### src/rtl/trig_wave_ctrl.sv
// Burst sequencer for the triangle/sawtooth generator: handshake-accepted bursts, divided sample enable,
// period counting from wave feedback. Define TWC_SWEEP_EN to step dc_sel on every period end that continues in RUN.
module trig_wave_ctrl #(
  parameter int DIV_W = 16,
  parameter int CNT_W = 16
) (
  input  logic                    clk,
  input  logic                    rst,
  input  logic                    cmd_valid,
  output logic                    cmd_ready,
  input  logic [DIV_W-1:0]        cmd_div,
  input  logic [1:0]              cmd_sel,
  input  logic [CNT_W-1:0]        cmd_periods,
  input  logic                    stop,
  input  logic signed [15:0]      wave_in,
  output logic                    clk_en,
  output logic                    dc,
  output logic [1:0]              dc_sel,
  output logic                    busy,
  output logic                    done,
  output logic [CNT_W-1:0]        period_cnt
);

  typedef enum logic [2:0] {IDLE, ARM, RUN, DRAIN, DONE} state_t;

  state_t           state;
  logic [DIV_W-1:0] div_q;
  logic [DIV_W-1:0] div_cnt;
  logic [CNT_W-1:0] periods_q;
  logic             peak_seen;

  logic             at_peak;
  logic             at_bottom;
  logic             period_end;
  logic [CNT_W-1:0] cnt_inc;
  logic             complete;

  assign cmd_ready = (state == IDLE);

  // peak_seen gates the bottom detect so a wave held at -32768 is counted only once
  always_comb begin
    at_peak    = (wave_in == 16'sh7FFF);
    at_bottom  = (wave_in == 16'sh8000);
    period_end = peak_seen && at_bottom;
    cnt_inc    = (period_cnt == '1) ? period_cnt : period_cnt + CNT_W'(1);
    complete   = period_end && (periods_q != '0) && (cnt_inc == periods_q);
  end

  always_ff @(posedge clk) begin
    if (!rst) begin
      state      <= IDLE;
      div_q      <= '0;
      div_cnt    <= '0;
      periods_q  <= '0;
      peak_seen  <= 1'b0;
      clk_en     <= 1'b1;
      dc         <= 1'b0;
      dc_sel     <= '0;
      busy       <= 1'b0;
      done       <= 1'b0;
      period_cnt <= '0;
    end else begin
      done <= 1'b0;
      case (state)
        IDLE: begin
          clk_en <= 1'b1;
          dc     <= 1'b0;
          busy   <= 1'b0;
          if (cmd_valid) begin
            div_q     <= cmd_div;
            dc_sel    <= cmd_sel;
            periods_q <= cmd_periods;
            clk_en    <= 1'b0;
            busy      <= 1'b1;
            state     <= ARM;
          end
        end
        ARM: begin
          div_cnt    <= '0;
          period_cnt <= '0;
          peak_seen  <= 1'b0;
          clk_en     <= 1'b0;
          dc         <= 1'b1;
          state      <= RUN;
        end
        RUN, DRAIN: begin
          if (div_cnt == div_q) begin
            div_cnt <= '0;
            clk_en  <= 1'b1;
          end else begin
            div_cnt <= div_cnt + DIV_W'(1);
            clk_en  <= 1'b0;
          end
          if (at_peak)
            peak_seen <= 1'b1;
          if (period_end) begin
            peak_seen  <= 1'b0;
            period_cnt <= cnt_inc;
          end
          if (period_end && (state == DRAIN || complete || stop)) begin
            state  <= DONE;
            done   <= 1'b1;
            dc     <= 1'b0;
            clk_en <= 1'b1;
          end else if (state == RUN && stop) begin
            state <= DRAIN;
          end
`ifdef TWC_SWEEP_EN
          if (state == RUN && period_end && !complete && !stop)
            dc_sel <= dc_sel + 2'd1;
`else
          dc_sel <= dc_sel;
`endif
        end
        DONE: begin
          clk_en <= 1'b1;
          dc     <= 1'b0;
          busy   <= 1'b0;
          state  <= IDLE;
        end
        default: state <= IDLE;
      endcase
    end
  end

endmodule

### config.mk
export PLATFORM = sky130hd
export DESIGN_NAME = trig_wave_ctrl
export DESIGN_NICKNAME = d
export VERILOG_FILES = /design/src/rtl/trig_wave_ctrl.sv
export SDC_FILE = /design/constraint.sdc
export NUM_CORES = 1
export LEC_CHECK = 0
export ABC_AREA = 1
export CORE_MARGIN = 2
export CORE_UTILIZATION = 45
export CTS_CLUSTER_DIAMETER = 100
export DETAILED_ROUTE_END_ITERATION = 8
export PLACE_DENSITY_LB_ADDON = 0.3
export SLEW_MARGIN = 20
export SYNTH_ARGS = -nofsm -noshare
export SYNTH_HDL_FRONTEND = slang
export SYNTH_SLANG_ARGS = --single-unit
### constraint.sdc
create_clock -name clk -period 5.9 [get_ports clk]
set_input_delay 0.885 -clock clk [delete_from_list [all_inputs] [get_ports clk]]
set_output_delay 0.885 -clock clk [all_outputs]
set_load 0.05 [all_outputs]
# After elaboration in Yosys (flattened, before gate mapping)
# Index checks and enable logic that the tools add are counted.
[op_classes]
add_sub_neg = 2
mul = 0
n_div = 0
order_cmp = 0
n_eq_ne = 14
n_shift = 0
muxes = 21
n_bitwise = 0
n_reduce_logical = 21
[ops]
columns = ["operator", "count"]
rows = [
  ["$pmux W16 S2", 2],
  ["$eq A16 B16 Y1 const B", 3],
  ["$mux W16", 3],
  ["$add A16 B1 Y16 const B", 2],
  ["$eq A16 B16 Y1", 2],
  ["$reduce_bool A16 Y1", 1],
  ["$reduce_and A2 Y1", 6],
  ["$mux W3", 3],
  ["$pmux W3 S3", 1],
  ["$mux W1", 8],
  ["$eq A3 B2 Y1 const B", 2],
  ["$ne A2 B2 Y1 const B", 3],
  ["$ne A3 B3 Y1 const B", 2],
  ["$logic_and A1 B1 Y1", 5],
  ["$pmux W1 S2", 2],
  ["$pmux W1 S4", 1],
  ["$reduce_bool A2 Y1", 2],
  ["$reduce_bool A4 Y1", 1],
  ["$reduce_or A2 Y1", 2],
  ["$eq A3 B1 Y1 const B", 1],
  ["$eq A3 B3 Y1 const B", 1],
  ["$logic_not A3 Y1", 1],
  ["$pmux W1 S3", 1],
  ["$reduce_bool A3 Y1", 1],
  ["$logic_or A1 B1 Y1", 2],
]
[word_totals]
reg_bits = 74
latch_bits = 0
ramBits = 0
rom_bits = 0
input_bits = 54
output_inout_bits = 23
word_cells = 69
mem_count = 0

# Depth between registers and ports, before layout
[logic_depth]
ltp_word = 9
ltp_mapped = 20
ltp_nobuf = 19

# Worst setup path after synthesis
# No wires, ideal clock.
[synth_path]
path_kind = "register to register"
from = "register period_cnt[1]"
to = "register dc"
setup_ns = 0.113
t_arrival_ns = 2.426
t_required_ns = 5.787
slack_ns = 3.361
path_stages_with_launch = 19
n_path_buf = 1
synth_period_minus_slack_ns = 2.539
path_cell_list = "dfxtp_1 -> ha_1 -> nand3_2 -> inv_2 -> nand2_4 -> nor2_4 -> inv_2 -> buf_6 -> nand2_1 -> xor2_1 -> nand2_1 -> nor2_1 -> nand2_1 -> nand2_2 -> nand2_2 -> nand2_2 -> nand2_1 -> o21ai_1 -> inv_1"
[synth_via]
elab_chain_cells = 9
elab_cells_between_ends = 10
classes_between = "1 x add/sub; 3 x eq/ne; 1 x mux; 5 x reduce/logical"
[synth_lines]
columns = ["element", "line", "source"]
rows = [
  ["start: declaration", "21", "output logic [CNT_W-1:0] period_cnt"],
  ["start signal: assignment", "98", "period_cnt <= cnt_inc;"],
  ["$add A16 B1 Y16 or $eq A16 B16 Y1 (tied branches)", "45", "cnt_inc = (period_cnt == '1) ? period_cnt : period_cnt + CNT_W'(1);"],
  ["$mux W16 (*)", "45", ""],
  ["$eq A16 B16 Y1 (*)", "46", "complete = period_end && (periods_q != '0) && (cnt_inc == periods_q);"],
  ["$logic_and A1 B1 Y1 (*)", "46", ""],
  ["$logic_or A1 B1 Y1 (*) (2 in series)", "100", "if (period_end && (state == DRAIN || complete || stop)) begin"],
  ["$logic_and A1 B1 Y1 (*)", "100", ""],
  ["$ne A2 B2 Y1 (no line) (*)", "--", ""],
  ["$reduce_and A2 Y1 (no line) (*)", "--", ""],
  ["end signal: assignment", "83", "dc <= 1'b1;"],
  ["end signal: assignment", "103", "dc <= 1'b0;"],
  ["end signal: assignment", "117", "dc <= 1'b0;"],
  ["end: declaration", "17", "output logic dc,"],
]
# Every way passes the cells marked *; elsewhere a longest branch is shown, timed or not.
# A chain may end at the register's enable or synchronous reset.

# Final worst setup path
[layout_path]
from = "register state[0]"
to = "output port cmd_ready"
[layout_via]
elab_chain_cells = 1
[layout_lines]
columns = ["element", "line", "source"]
rows = [
  ["start: declaration", "26", "state_t state;"],
  ["start signal: assignment", "51", "state <= IDLE;"],
  ["start signal: assignment", "75", "state <= ARM;"],
  ["start signal: assignment", "84", "state <= RUN;"],
  ["$logic_not A3 Y1", "38", "assign cmd_ready = (state == IDLE);"],
  ["end: declaration", "10", "output logic cmd_ready,"],
]
# No other way between the ends.

==> results.sh <==
export IMPL_cts_setup_buffers=0
export IMPL_cts_clk_slew_worst_paths_ns=0.08
export IMPL_dieArea_sq_um=9645
export IMPL_h_tree_depth=3
export IMPL_synth_main_ff_cell="dfxtp_1"
export IMPL_antenna_found_initial=0
export IMPL_synth_top_cell_by_area="dfxtp_1"
export IMPL_combPwrFrac_pct=27.6
export IMPL_fp_dieW_microns=98.21
export IMPL_grt_pass1_wl_microns=16950
export IMPL_hold_class="flip-flop to flip-flop"
export IMPL_clock_sinks=74
export IMPL_hpwl_microns=7843
export IMPL_crit_top_cell="nor2_1"
export IMPL_cp_slowest_stage_delay_ns=0.95
export IMPL_syn_inst=609
export IMPL_drc_errors=0
export IMPL_gp_congestion=0.9109
export IMPL_portBuffers=76
export IMPL_cp_slowest_cell="clkdlybuf4s50_1"
export IMPL_initial_core_util_pct=46.02
export IMPL_cp_cell_sequence="nor2_1 > inv_1 > nor2_1 > clkdlybuf4s50_1"
export IMPL_fill_cells=848
export IMPL_ys_seq_area_share_pct=37.09
export IMPL_finalCriticalPeriod_ns=3.560
export IMPL_p_int_w=0.0009715
export IMPL_min_delay_path_depth=2
export IMPL_ioPinCount=77
export IMPL_ant_nets=0
export IMPL_power_clock_fraction_pct=31.8
export IMPL_synth_top_cell_area_share_pct=37.09
export IMPL_cts_buffers=9
export IMPL_num_vias=4160
export IMPL_synth_nets=665
export IMPL_cts_buffer_depth=2
export IMPL_critPathLaunchType="flip-flop"
export IMPL_syn_area_sq_um=3994
export IMPL_grt_max_degree=32
export IMPL_synth_avg_cell_area_sq_um=6.558
export IMPL_syn2layout_area_growth_pct=26.57
export IMPL_p_sw_share_pct=33.22
export IMPL_finalSetupViolations=0
export IMPL_path_class="flip-flop to primary output"
export IMPL_yosys_cell_types_count=34
export IMPL_worstMarginPinSlew_ns=1.118
export IMPL_dp_cells=775
export IMPL_required_ns=5.02
export IMPL_gr_total_overflow=0
export IMPL_synth_edf_count=0
export IMPL_finalMaxSlewViolations=0
export IMPL_fin_nets=734
export IMPL_hold_viol_final=0
export IMPL_routedWlPerCell_microns=13.09
export IMPL_clkLatencyLatePin_ns=0.34
export IMPL_grt_setup_unrepaired="false"
export IMPL_root_buffer="clkbuf_8"
export IMPL_layout_drive_gt1_share_pct=4.552
export IMPL_slew_limit_headroom_pct=25.16
export IMPL_finalSetupTns_ns=0
export IMPL_antenna_cells=0
export IMPL_endpoint_kind="primary output"
export IMPL_cts_tree="done"
export IMPL_skew_ns=0.009366
export IMPL_cp_max_fo=16
export IMPL_async_flop_share_pct=0
export IMPL_core_area_sq_um=8678
export IMPL_yosysWarnings=0
export IMPL_first_pass_iters=5
export IMPL_switching_power_w=0.0004833
export IMPL_drt_iter0_drc=201
export IMPL_ys_seq_elements=74
export IMPL_fmax_mhz=280.9
export IMPL_rows=34
export IMPL_finalCritPeriodShare_pct=60.34
export IMPL_reg2regPathDepth=7
export IMPL_synthTopCellsByArea="dfxtp_1 37%, nand2_1 15%, a21oi_1 8.9%"
export IMPL_maxCapViolCount=0
export IMPL_power_density_nw_per_um2=287.8
export IMPL_post_synth_top_count_cell="nand2_1"
export IMPL_drt_wl_total_microns=10330
export IMPL_grt_pass1_vias=3757
export IMPL_power_leakage_nw=1.988
export IMPL_critPathBufInv=2
export IMPL_die_y_microns=98.21
export IMPL_cts_resized=0
export IMPL_whs_ns=0.4708
export IMPL_ctsHoldBuffers=0
export IMPL_synth_top_cells_by_count="159 x nand2_1, 75 x inv_1, 74 x dfxtp_1, 71 x a21oi_1, 45 x nor2_1"
export IMPL_cp_depth=4
export IMPL_crit_family="buffers and inverters"
export IMPL_outcome="completed"
export IMPL_drt_vias_per_instance=5.272
export IMPL_crit_arrival_ns=2.67
export IMPL_seqPwrFrac_pct=40.6
export IMPL_final_cells=789
export IMPL_grtUsageTotal_pct=21.29
export IMPL_peakVddDrop_uv=194.0
[tightest hold or removal path, stage by stage, from the launching register on]
cell     delay (ns)
dfxtp_1        0.32
nand2_1        0.06
a21oi_1        0.05
[routing by layer]
layer	vias to the layer above	routed length, microns	GRT usage, %	part of all wire, %
li1	2147	-	-	-
met1	1887	4633	26.26	45
met2	108	5057	36.99	49
met3	18	424	3.293	4.1
met4	0	212	8.957	2.1
met5	-	0	0	0
[sequential cells by signal (all words and copies together), names as in the netlist]
name and cells:
div_cnt 16, div_q 16, period_cnt 16, periods_q 16
state 3, dc_sel 2, busy 1, clk_en 1
dc 1, done 1, peak_seen 1
[cells in the final DEF, fill, tap and decap left out]
cell type and instances:
nor2_4 2, o2111ai_1 2, nor3b_1 1, nand2_2 6
nor4_1 10, nand2_1 159, nor2_1 45, a211oi_1 2
a21oi_1 71, clkinv_1 1, or2_2 1, clkbuf_8 9
clkinvlp_4 2, o31ai_1 1, xor2_1 11, nand2_4 1
inv_1 75, bufinv_16 3, o21bai_1 1, ha_1 2
dfxtp_1 74, o211a_1 2, nand3_2 1, and2_1 1
o22ai_1 1, o21ai_0 37, inv_2 2, a31oi_1 2
nor2_2 1, clkdlybuf4s50_1 76, a221oi_1 6, nand4_1 19
nand3_1 40, buf_4 3, o21ai_1 1, xnor2_1 6
nor3_1 4
[final cells by class]
class / instances / area, sq um / area share, %
sequential: 74 / 1481 / 29.31
tap: 108 / 135.1 / 2.673
clock inverter: 5 / 105.1 / 2.079
multi-input combinational: 436 / 2133 / 42.20
timing repair buffer: 79 / 783.3 / 15.50
clock buffer: 9 / 123.9 / 2.450
inverter: 78 / 292.8 / 5.792
[power by group through the flow]
stage | sequential, W | combinational, W | clock (W)
finish | 0.000591 | 0.000402 | 0.000462
global route | 0.000597 | 0.000449 | 0.000486
CTS | 0.000590 | 0.000403 | 0.000469
detailed placement | 0.000601 | 0.000401 | 0
global placement | 0.000599 | 0.000393 | 0
floorplan | 0.000613 | 0.000262 | 0
[worst paths after layout]
path	from	endpoint	slack [ns]
worst max-delay path	state[0]	cmd_ready	2.34
worst min register to register	dc_sel[1]	dc_sel[1]	0.47
worst max register to register	state[0]	periods_q[13]	2.94
worst min-delay path	dc_sel[1]	dc_sel[1]	0.47
[through the flow]
stage	setup slack [ns]	utilization, %	area [sq um]	total power (W)
floorplan	3.361	-	3994	0.0008756
global placement	2.757	55.61	4826	0.0009926
detailed placement	2.645	55.61	4826	0.001002
CTS	2.319	58.25	5055	0.001462
global route	2.124	58.25	5055	0.001533
finish	2.340	58.25	5055	0.001455
[logic make-up after synthesis]
group	synth area share [%]
and+or+nand+nor	31.92
xor gates and xnor gates	3.728
DFF	37.09
adders and majority gates	0.6265
buffers and inverters	9.492
AOI/OAI and AO/OA	17.14
Note: power is estimated with default switching activity, not from simulation.
